==> src/rtl/dma_priority_arb.sv <==
// dma_priority_arb: request/grant arbiter for a 4-channel DMA controller.
//
// Combines hardware (DREQ) and software (requestReg) requests.
// Raises HRQ to the CPU and waits for HLDA.
// Picks one channel, using fixed or rotating priority.
// Holds the grant until the transfer FSM pulses xferDone.
// Releases the bus when the grant ends.
//
// Ports
//   CLK         clock, rising edge active
//   RESET       asynchronous reset, active low
//   DREQ[3:0]   raw channel requests, sense selected by commandReg[6]
//   commandReg  [2] disable, [4] rotating priority, [6] DREQ active-low,
//               [7] DACK active-high
//   requestReg  software request per channel (bypasses the mask)
//   maskReg     per-channel hardware request mask (1 = masked)
//   HLDA        hold acknowledge from the CPU
//   xferDone    one-cycle pulse ending the current service
//   HRQ         hold request to the CPU
//   DACK[3:0]   channel acknowledge, polarity from commandReg[7]
//   grantValid  high while a channel is being serviced
//   grantCh     serviced channel number
//   swReqClr    one-cycle pulse clearing the serviced software request
module dma_priority_arb (
   input  logic       CLK,
   input  logic       RESET,
   input  logic [3:0] DREQ,
   input  logic [7:0] commandReg,
   input  logic [3:0] requestReg,
   input  logic [3:0] maskReg,
   input  logic       HLDA,
   input  logic       xferDone,
   output logic       HRQ,
   output logic [3:0] DACK,
   output logic       grantValid,
   output logic [1:0] grantCh,
   output logic [3:0] swReqClr
);

   typedef enum logic [1:0] {StIdle, StReq, StGrant, StRelease} state_e;

   state_e     state_q, state_d;
   logic       hrq_q, hrq_d;
   logic       gv_q, gv_d;
   logic [1:0] ch_q, ch_d;
   logic [1:0] ptr_q, ptr_d;
   logic [3:0] ack_q, ack_d;   // one-hot active-high acknowledge
   logic [3:0] clr_q, clr_d;

   logic [3:0] eff_req;
   logic       any_req;
   logic [1:0] winner;
   logic [1:0] base;
   logic [1:0] cand;
   logic       found;

   assign eff_req = ((DREQ ^ {4{commandReg[6]}}) & ~maskReg) | requestReg;
   assign any_req = |eff_req;

   // The search starts one channel after base.
   // In fixed mode base is 3, so channel 0 is checked first.
   always_comb begin
      base   = commandReg[4] ? ptr_q : 2'd3;
      winner = 2'd0;
      found  = 1'b0;
      cand   = 2'd0;
      for (int k = 1; k <= 4; k++) begin
         cand = base + k[1:0];
         if (!found && eff_req[cand]) begin
            winner = cand;
            found  = 1'b1;
         end
      end
   end

   always_comb begin
      state_d = state_q;
      hrq_d   = hrq_q;
      gv_d    = gv_q;
      ch_d    = ch_q;
      ptr_d   = ptr_q;
      ack_d   = ack_q;
      clr_d   = 4'b0000;
      unique case (state_q)
         StIdle: begin
            if (any_req && !commandReg[2]) begin
               state_d = StReq;
               hrq_d   = 1'b1;
            end
         end
         StReq: begin
            // Request withdrawal or disable takes precedence over a late HLDA.
            if (!any_req || commandReg[2]) begin
               state_d = StIdle;
               hrq_d   = 1'b0;
            end else if (HLDA) begin
               state_d = StGrant;
               ch_d    = winner;
               ack_d   = 4'b0001 << winner;
               gv_d    = 1'b1;
            end
         end
         StGrant: begin
            if (xferDone) begin
               state_d         = StRelease;
               ack_d           = 4'b0000;
               gv_d            = 1'b0;
               hrq_d           = 1'b0;
               ptr_d           = ch_q;
               clr_d[ch_q]     = requestReg[ch_q];
            end
         end
         StRelease: begin
            if (!HLDA) begin
               state_d = StIdle;
            end
         end
         default: state_d = StIdle;
      endcase
   end

   always_ff @(posedge CLK or negedge RESET) begin
      if (!RESET) begin
         state_q <= StIdle;
         hrq_q   <= 1'b0;
         gv_q    <= 1'b0;
         ch_q    <= 2'd0;
         ptr_q   <= 2'd3;
         ack_q   <= 4'b0000;
         clr_q   <= 4'b0000;
      end else begin
         state_q <= state_d;
         hrq_q   <= hrq_d;
         gv_q    <= gv_d;
         ch_q    <= ch_d;
         ptr_q   <= ptr_d;
         ack_q   <= ack_d;
         clr_q   <= clr_d;
      end
   end

   assign HRQ        = hrq_q;
   assign grantValid = gv_q;
   assign grantCh    = ch_q;
   assign swReqClr   = clr_q;
   // Inactive bits follow the live sense bit; the active bit is stored one-hot.
   assign DACK       = commandReg[7] ? ack_q : ~ack_q;

endmodule

==> config.mk <==
export PLATFORM = sky130hd
export DESIGN_NAME = dma_priority_arb
export DESIGN_NICKNAME = d
export VERILOG_FILES = /design/src/rtl/dma_priority_arb.sv
export SDC_FILE = /design/constraint.sdc
export NUM_CORES = 1
export LEC_CHECK = 0
export CAP_MARGIN = 20
export CORE_UTILIZATION = 50
export DETAILED_ROUTE_END_ITERATION = 16
export PLACE_DENSITY = 0.84
export SYNTH_ARGS = -nofsm -noshare
export SYNTH_HDL_FRONTEND = slang
export SYNTH_SLANG_ARGS = --single-unit
==> constraint.sdc <==
create_clock -name CLK -period 4.35 [get_ports CLK]
set_input_delay 0.87 -clock CLK [delete_from_list [all_inputs] [get_ports CLK]]
set_output_delay 0.87 -clock CLK [all_outputs]
set_load 0.05 [all_outputs]
==> metrics, run 1 <==
worst endpoint required time ~3.5 ns; Static Leak around 0.63 nW; Worst EP arrival 2.45 ns; Slew @ Worst Pin approximately 0.69 ns; CP endpoint kind output port; met2 wire len 1362 um; WL met1 between 1000 and 1500 um; layout cells sized above 1 13.16%; DRC 0; mapped cell area about 1200 sq um; critical path's most frequent cell clkdlybuf4s50_1; # hold bufs at CTS 0; part of the Yosys area used for sequential elements approximately 33%; Layout Skew roughly 0.0015 ns; antenna violations before repair 0; final antenna-violating net count 0; Synth warnings 0; critical path peak fanout 4; fin nets 183; crit-path cells clkdlybuf4s50_1 -> xnor2_1 -> clkdlybuf4s50_1; Top FF cell, synth dfrtp_1; most common cell in the synthesized netlist dfrtp_1; Post-CTS Repair Setup Buffers 0; Post-synth EDFFs 0; # rows 17; top post-synthesis cells by area dfrtp_1, ha_1, dfstp_2, xnor2_1, nand2_1; PD cells 516.6 nW/um^2; IO buf count 31; CP top delay family buffers and inverters; Worst-path clk slew 0.09 ns; Die Height ~51 um; I/O pins 36; main combinational cell family by area after synthesis compound AO/OA/AOI/OAI gates; #FFs+latches synth 16; via/cell ratio around 5.8; async set-reset flop share out of synthesis 100.0%; CP max-delay cell clkdlybuf4s50_1; first-pass GRT wire length between 4000 and 5000 um; ANT cells 0; post-DR wirelength/cell between 10 and 15 um; vias in the first global route a little over 1000; CTS Buf Count 3; CTS root buf clkbuf_4; Synth Area in Simple Gates 19.05%; Slew Viols, Final 0; Worst Hold Class reg -> reg; cells after synthesis ~120; fin crit share 76.41%; post-synth top area cell dfrtp_1; CP startpoint kind input pin; Distinct cells, synth 52; routed vias about 1000; post_cts resized 0; clock tree buffer depth 2; status completed; Syn Nets 151; Compound-Gate Fraction of Synth Area approximately a quarter; mux cell area share after synthesis roughly 3.6%; worst rel slew slack between 50 and 60%; total global routing overflow 0; WL final around 2600 um; GP Congestion approximately 0.8; Synth top area share between 20% and 30%; final hold vios 0; TritonCTS clock tree done; Max Freq approximately 300 MHz; H-tree depth 1; max cap viols 0; Initial Util around 54%; largest net degree at the start of global routing 17; RSZ-0062 raised after global routing false; Clk Latency, worst-skew pair approximately 0.28 ns; Sink Count 16; Core Area around 2300 sq um; Pwr Total just over 0.8 mW; met3 wire length roughly 170 um; dpl ws 1.024 ns; xor/xnor share of the synthesized area ~7.8%; adder-cell share of the synthesized area under 10%; average size of a mapped cell ~10 sq um; 1st-pass router iterations 4; First DRT Iteration DRCs 32; crit path kind in -> out; Die X ~51 um; gr usage total between 20% and 30%; Setup Viol. Count Final 0; Sum Neg Setup Slack 0 ns; Tmin final between 3 and 4 ns; maximum vdd drop 438.6 uV; die area roughly 2600 sq um; critical path buffer and inverter count 2; post-DP HPWL between 2000 and 2500 um; area growth from synthesis to layout 28.99%; highest metal layer with signal wires met3; final worst slack about 1.0 ns; synth cell count leaders dfrtp_1, nand2_1, inv_1, ha_1, xnor2_1; Crit path largest cell delay around 0.84 ns
-- worst register-to-register path, delay by kind of cell, from the launching register on --
family | cells | cell delay (ns)
compound gates | 2 | 0.51
mux | 1 | 0.33
simple gates | 2 | 0.37
flops | 1 | 0.59
-- sequential cells by signal, summed over array words and instances, names as in the netlist, named ones only --
name	cells
HRQ	1
ack_q	4
grantCh	2
grantValid	1
ptr_q	2
state_q	1
swReqClr	4
-- layout by cell type, fill, tap and decap left out, drive strengths merged, types with 5 or more instances in the layout --
master / Yosys / final
xnor2: 8 / 8
nor4: 5 / 5
clkdlybuf4s50: 0 / 31
ha: 6 / 6
dfrtp: 14 / 14
inv: 7 / 7
nand2: 11 / 11
-- logic make-up (layout without fill, tap and decap cells) --
| group | Yosys count | in the layout |
|---|---|---|
| xor+xnor | 9 | 9 |
| fa+ha+maj | 6 | 6 |
| flops | 16 | 16 |
| compound gates | 34 | 34 |
| mux | 4 | 4 |
| buf+inv | 11 | 42 |
| simple gates | 41 | 41 |
-- through the flow --
step                      std cells  util (%)  hold WS (ns)  cell area (sq um)
after floorplan                 121         -        0.4763               1209
after global placement          176     67.54        0.4864               1523
after detailed placement        176     67.54        0.5036               1523
after CTS                       180     69.15        0.5269               1559
after global routing            180     69.15        0.5503               1559
final                           180     69.15        0.5229               1559
-- worst paths after layout --
path	start	slack, ns	end	depth (start not counted)
max	commandReg[7]	1.03	DACK[3]	3
max in group asynchronous	RESET	2.92	grantCh[1]	1
max reg2reg	ptr_q[0]	2.43	grantCh[1]	5
min	ack_q[3]	0.52	ack_q[3]	1
min in group asynchronous	RESET	1.00	swReqClr[1]	1
min reg2reg	ack_q[3]	0.52	ack_q[3]	1
-- final cells by class --
| type | count | area [sq um] |
|---|---|---|
| clock buffers | 4 | 36.28 |
| fillers | 182 | 695.7 |
| inverters | 7 | 26.28 |
| multi-input cells | 94 | 748.2 |
| flip-flops and latches | 16 | 402.9 |
| well taps | 28 | 35.03 |
| repair buffers | 31 | 310.3 |
-- per-layer routing --
layer	global-route usage [%]	vias up
li1	-	513
met1	27.50	481
met2	41.01	41
met3	5.060	0
met4	3.241	0
met5	0	-
-- power by group --
group	internal, mW	total [mW]	switching (mW)
clock	0.0510	0.0953	0.0443
sequential	0.202	0.257	0.0544
combinational	0.181	0.453	0.272
Note: power is estimated with default switching activity, not from simulation.
==> run 2, diff against run 1 <==
Settings changed: CORE_UTILIZATION 50 to 42, PLACE_DENSITY 0.84 to 0.75.
Clock period 4.35 ns to 2.7 ns, I/O delays scaled along.
==> metrics, run 2 (synthesized netlist as in run 1, its figures left out) <==
Crit. path cell count 9 (was 3); Post-CTS Repair Setup Buffers 0 (unchanged); combinational power share 59.0% (was 56.3%); crit path kind in -> reg (was in -> out); final antenna-violating net count 0 (unchanged); IO buf count 31 (unchanged); post-DR wirelength/cell 14.79 um (was 14.60 um); WL final 2736 um (was 2628 um); Max Freq approximately 410 MHz; NetSw 0.6176 mW (was 0.3706 mW); first-pass GRT wire length 4623 um (was 4471 um); Die X 55.65 um (was 51.17 um); GP Congestion 0.8042 (was 0.8240); # rows 19 (was 17); Core Area 2734 sq um (was 2255 sq um); worst endpoint required time 2.87 ns (was 3.48 ns); commonest non-fill, non-tap cell in the layout clkdlybuf4s50_1 (unchanged); clock tree buffer depth 2 (unchanged); Worst EP arrival 2.62 ns (was 2.45 ns); Static Leak 0.6581 nW (was 0.6263 nW); final hold vios 0 (unchanged); RSZ-0062 raised after global routing false (unchanged); Slew @ Worst Pin 0.6984 ns (was 0.6916 ns); PD cells 857.6 nW/um^2 (was 516.6 nW/um^2); Hold Path Depth 2 (was 1); Clock power frac 11.2% (was 11.8%); CTS Buf Count 3 (unchanged); CTS root buf clkbuf_4 (unchanged); sequential share of power 29.8% (was 31.9%); # hold bufs at CTS 0 (unchanged); maximum vdd drop 588.2 uV (was 438.6 uV); layout cells sized above 1 16.88% (was 13.16%); Sink Count 16 (unchanged); total global routing overflow 0 (unchanged); 1st-pass router iterations 4 (unchanged); vias in the first global route 1067 (was 1039); post_cts resized 0 (unchanged); max cap viols 0 (unchanged); most frequent cells in the layout clkdlybuf4s50_1, dfrtp_1, nand2_1 (unchanged); H-tree depth 1 (unchanged); crit-path cells clkdlybuf4s50_1 -> xnor2_1 -> o21ba_1 -> buf_4 -> o32ai_1 -> nor3_1 -> buf_4 -> nor3_1 -> a22o_1 (was clkdlybuf4s50_1 -> xnor2_1 -> clkdlybuf4s50_1); ANT cells 0 (unchanged); CP startpoint kind input pin (unchanged); Initial Util 44.21% (was 53.61%); via/cell ratio 5.822 (was 5.750); worst rel slew slack 53.30% (was 53.75%); Slew Viols, Final 0 (unchanged); Tmin final between 2 and 2.5 ns; Setup Viol. Count Final 0 (unchanged); CP endpoint kind flop (was output port); routed vias 1077 (was 1035); fillcell total 246 (was 182); gr usage total 18.52% (was 22.58%); register area 402.9 sq um (unchanged); CP max-delay cell clkdlybuf4s50_1 (unchanged); Crit path largest cell delay 0.56 ns (was 0.84 ns); DRC 0 (unchanged); cells on worst reg2reg path 5 (unchanged); status completed (unchanged); Hold Slack 0.5197 ns (was 0.5229 ns); Layout Skew 0.004391 ns (was 0.001478 ns); critical path buffer and inverter count 3 (was 2); post-DP HPWL 2205 um (was 2101 um); Clk Latency, worst-skew pair 0.28 ns (about the same); First DRT Iteration DRCs 19 (was 32); I/O pins 36 (unchanged); sw frac 44.51% (was 46.01%); Worst-path clk slew 0.10 ns (was 0.09 ns); fin crit share 90.53%; P_int 0.7699 mW (was 0.4348 mW); fin nets 185 (was 183); CP top delay family buffers and inverters (unchanged); largest net degree at the start of global routing 17 (unchanged); Worst Hold Class reg -> reg (unchanged); footprint of the multi-input gates 748.2 sq um (unchanged); Die Height 55.65 um (was 51.17 um); DP Area 1582 sq um (was 1523 sq um); TritonCTS clock tree done (unchanged); Post-Layout Inst Area 1618 sq um (was 1559 sq um); area growth from synthesis to layout 33.85% (was 28.99%); die area 3096 sq um (was 2618 sq um); antenna violations before repair 0 (unchanged); critical path peak fanout 6 (was 4)
==> run 2: final timing paths <==
path	from	end	slack [ns]
max in group asynchronous	RESET	ack_q[1]	1.58
hold / removal	HRQ	HRQ	0.52
min in group asynchronous	RESET	grantCh[1]	0.67
setup reg to reg	ptr_q[0]	grantCh[1]	0.76
hold reg to reg	HRQ	HRQ	0.52
setup / recovery	commandReg[6]	ack_q[2]	0.26
==> run 2: metal layers <==
metal  up-vias  track usage (%)  share of wire, %
met1       520            21.14                40
met2        35            33.22                52
met3         6            4.884               6.1
met5         -                0                 0
li1        516                -                 -
met4         0            6.429               1.5
==> run 2: through the flow <==
step	setup TNS (ns)	utilization, %	setup WS, ns	power [mW]	std cells
2_1_floorplan	0	-	0.6158	0.9276	121
3_3_place_gp	0	57.85	0.04975	1.216	181
3_5_place_dp	-0.07773	57.85	-0.04072	1.239	181
4_1_cts	0	59.18	0.2525	1.396	185
5_1_grt	0	59.18	0.05844	1.477	185
6_report	0	59.18	0.2556	1.387	185
==> run 2: final cells by class <==
class / instances / area share [%]
Clock buffer: 4 / 2.243
Inverter: 7 / 1.624
Multi-Input combinational cell: 94 / 46.25
Sequential cell: 16 / 24.90
Tap cell: 31 / 2.398
Timing Repair Buffer: 33 / 22.58
==> run 2: worst reg2reg max path: cells and delay by family, from the launching register on <==
family          cells  cell delay, ns
mux                 1            0.32
flops               1            0.59
compound gates      2            0.53
simple gates        2            0.39
==> run 2: power groups by stage <==
| stage | sequential, mW | combinational (mW) | clock [mW] |
|---|---|---|---|
| after floorplan | 0.486 | 0.442 | 0 |
| after global placement | 0.415 | 0.802 | 0 |
| after detailed placement | 0.419 | 0.820 | 0 |
| after CTS | 0.414 | 0.825 | 0.158 |
| after global routing | 0.425 | 0.877 | 0.175 |
| final | 0.413 | 0.819 | 0.155 |
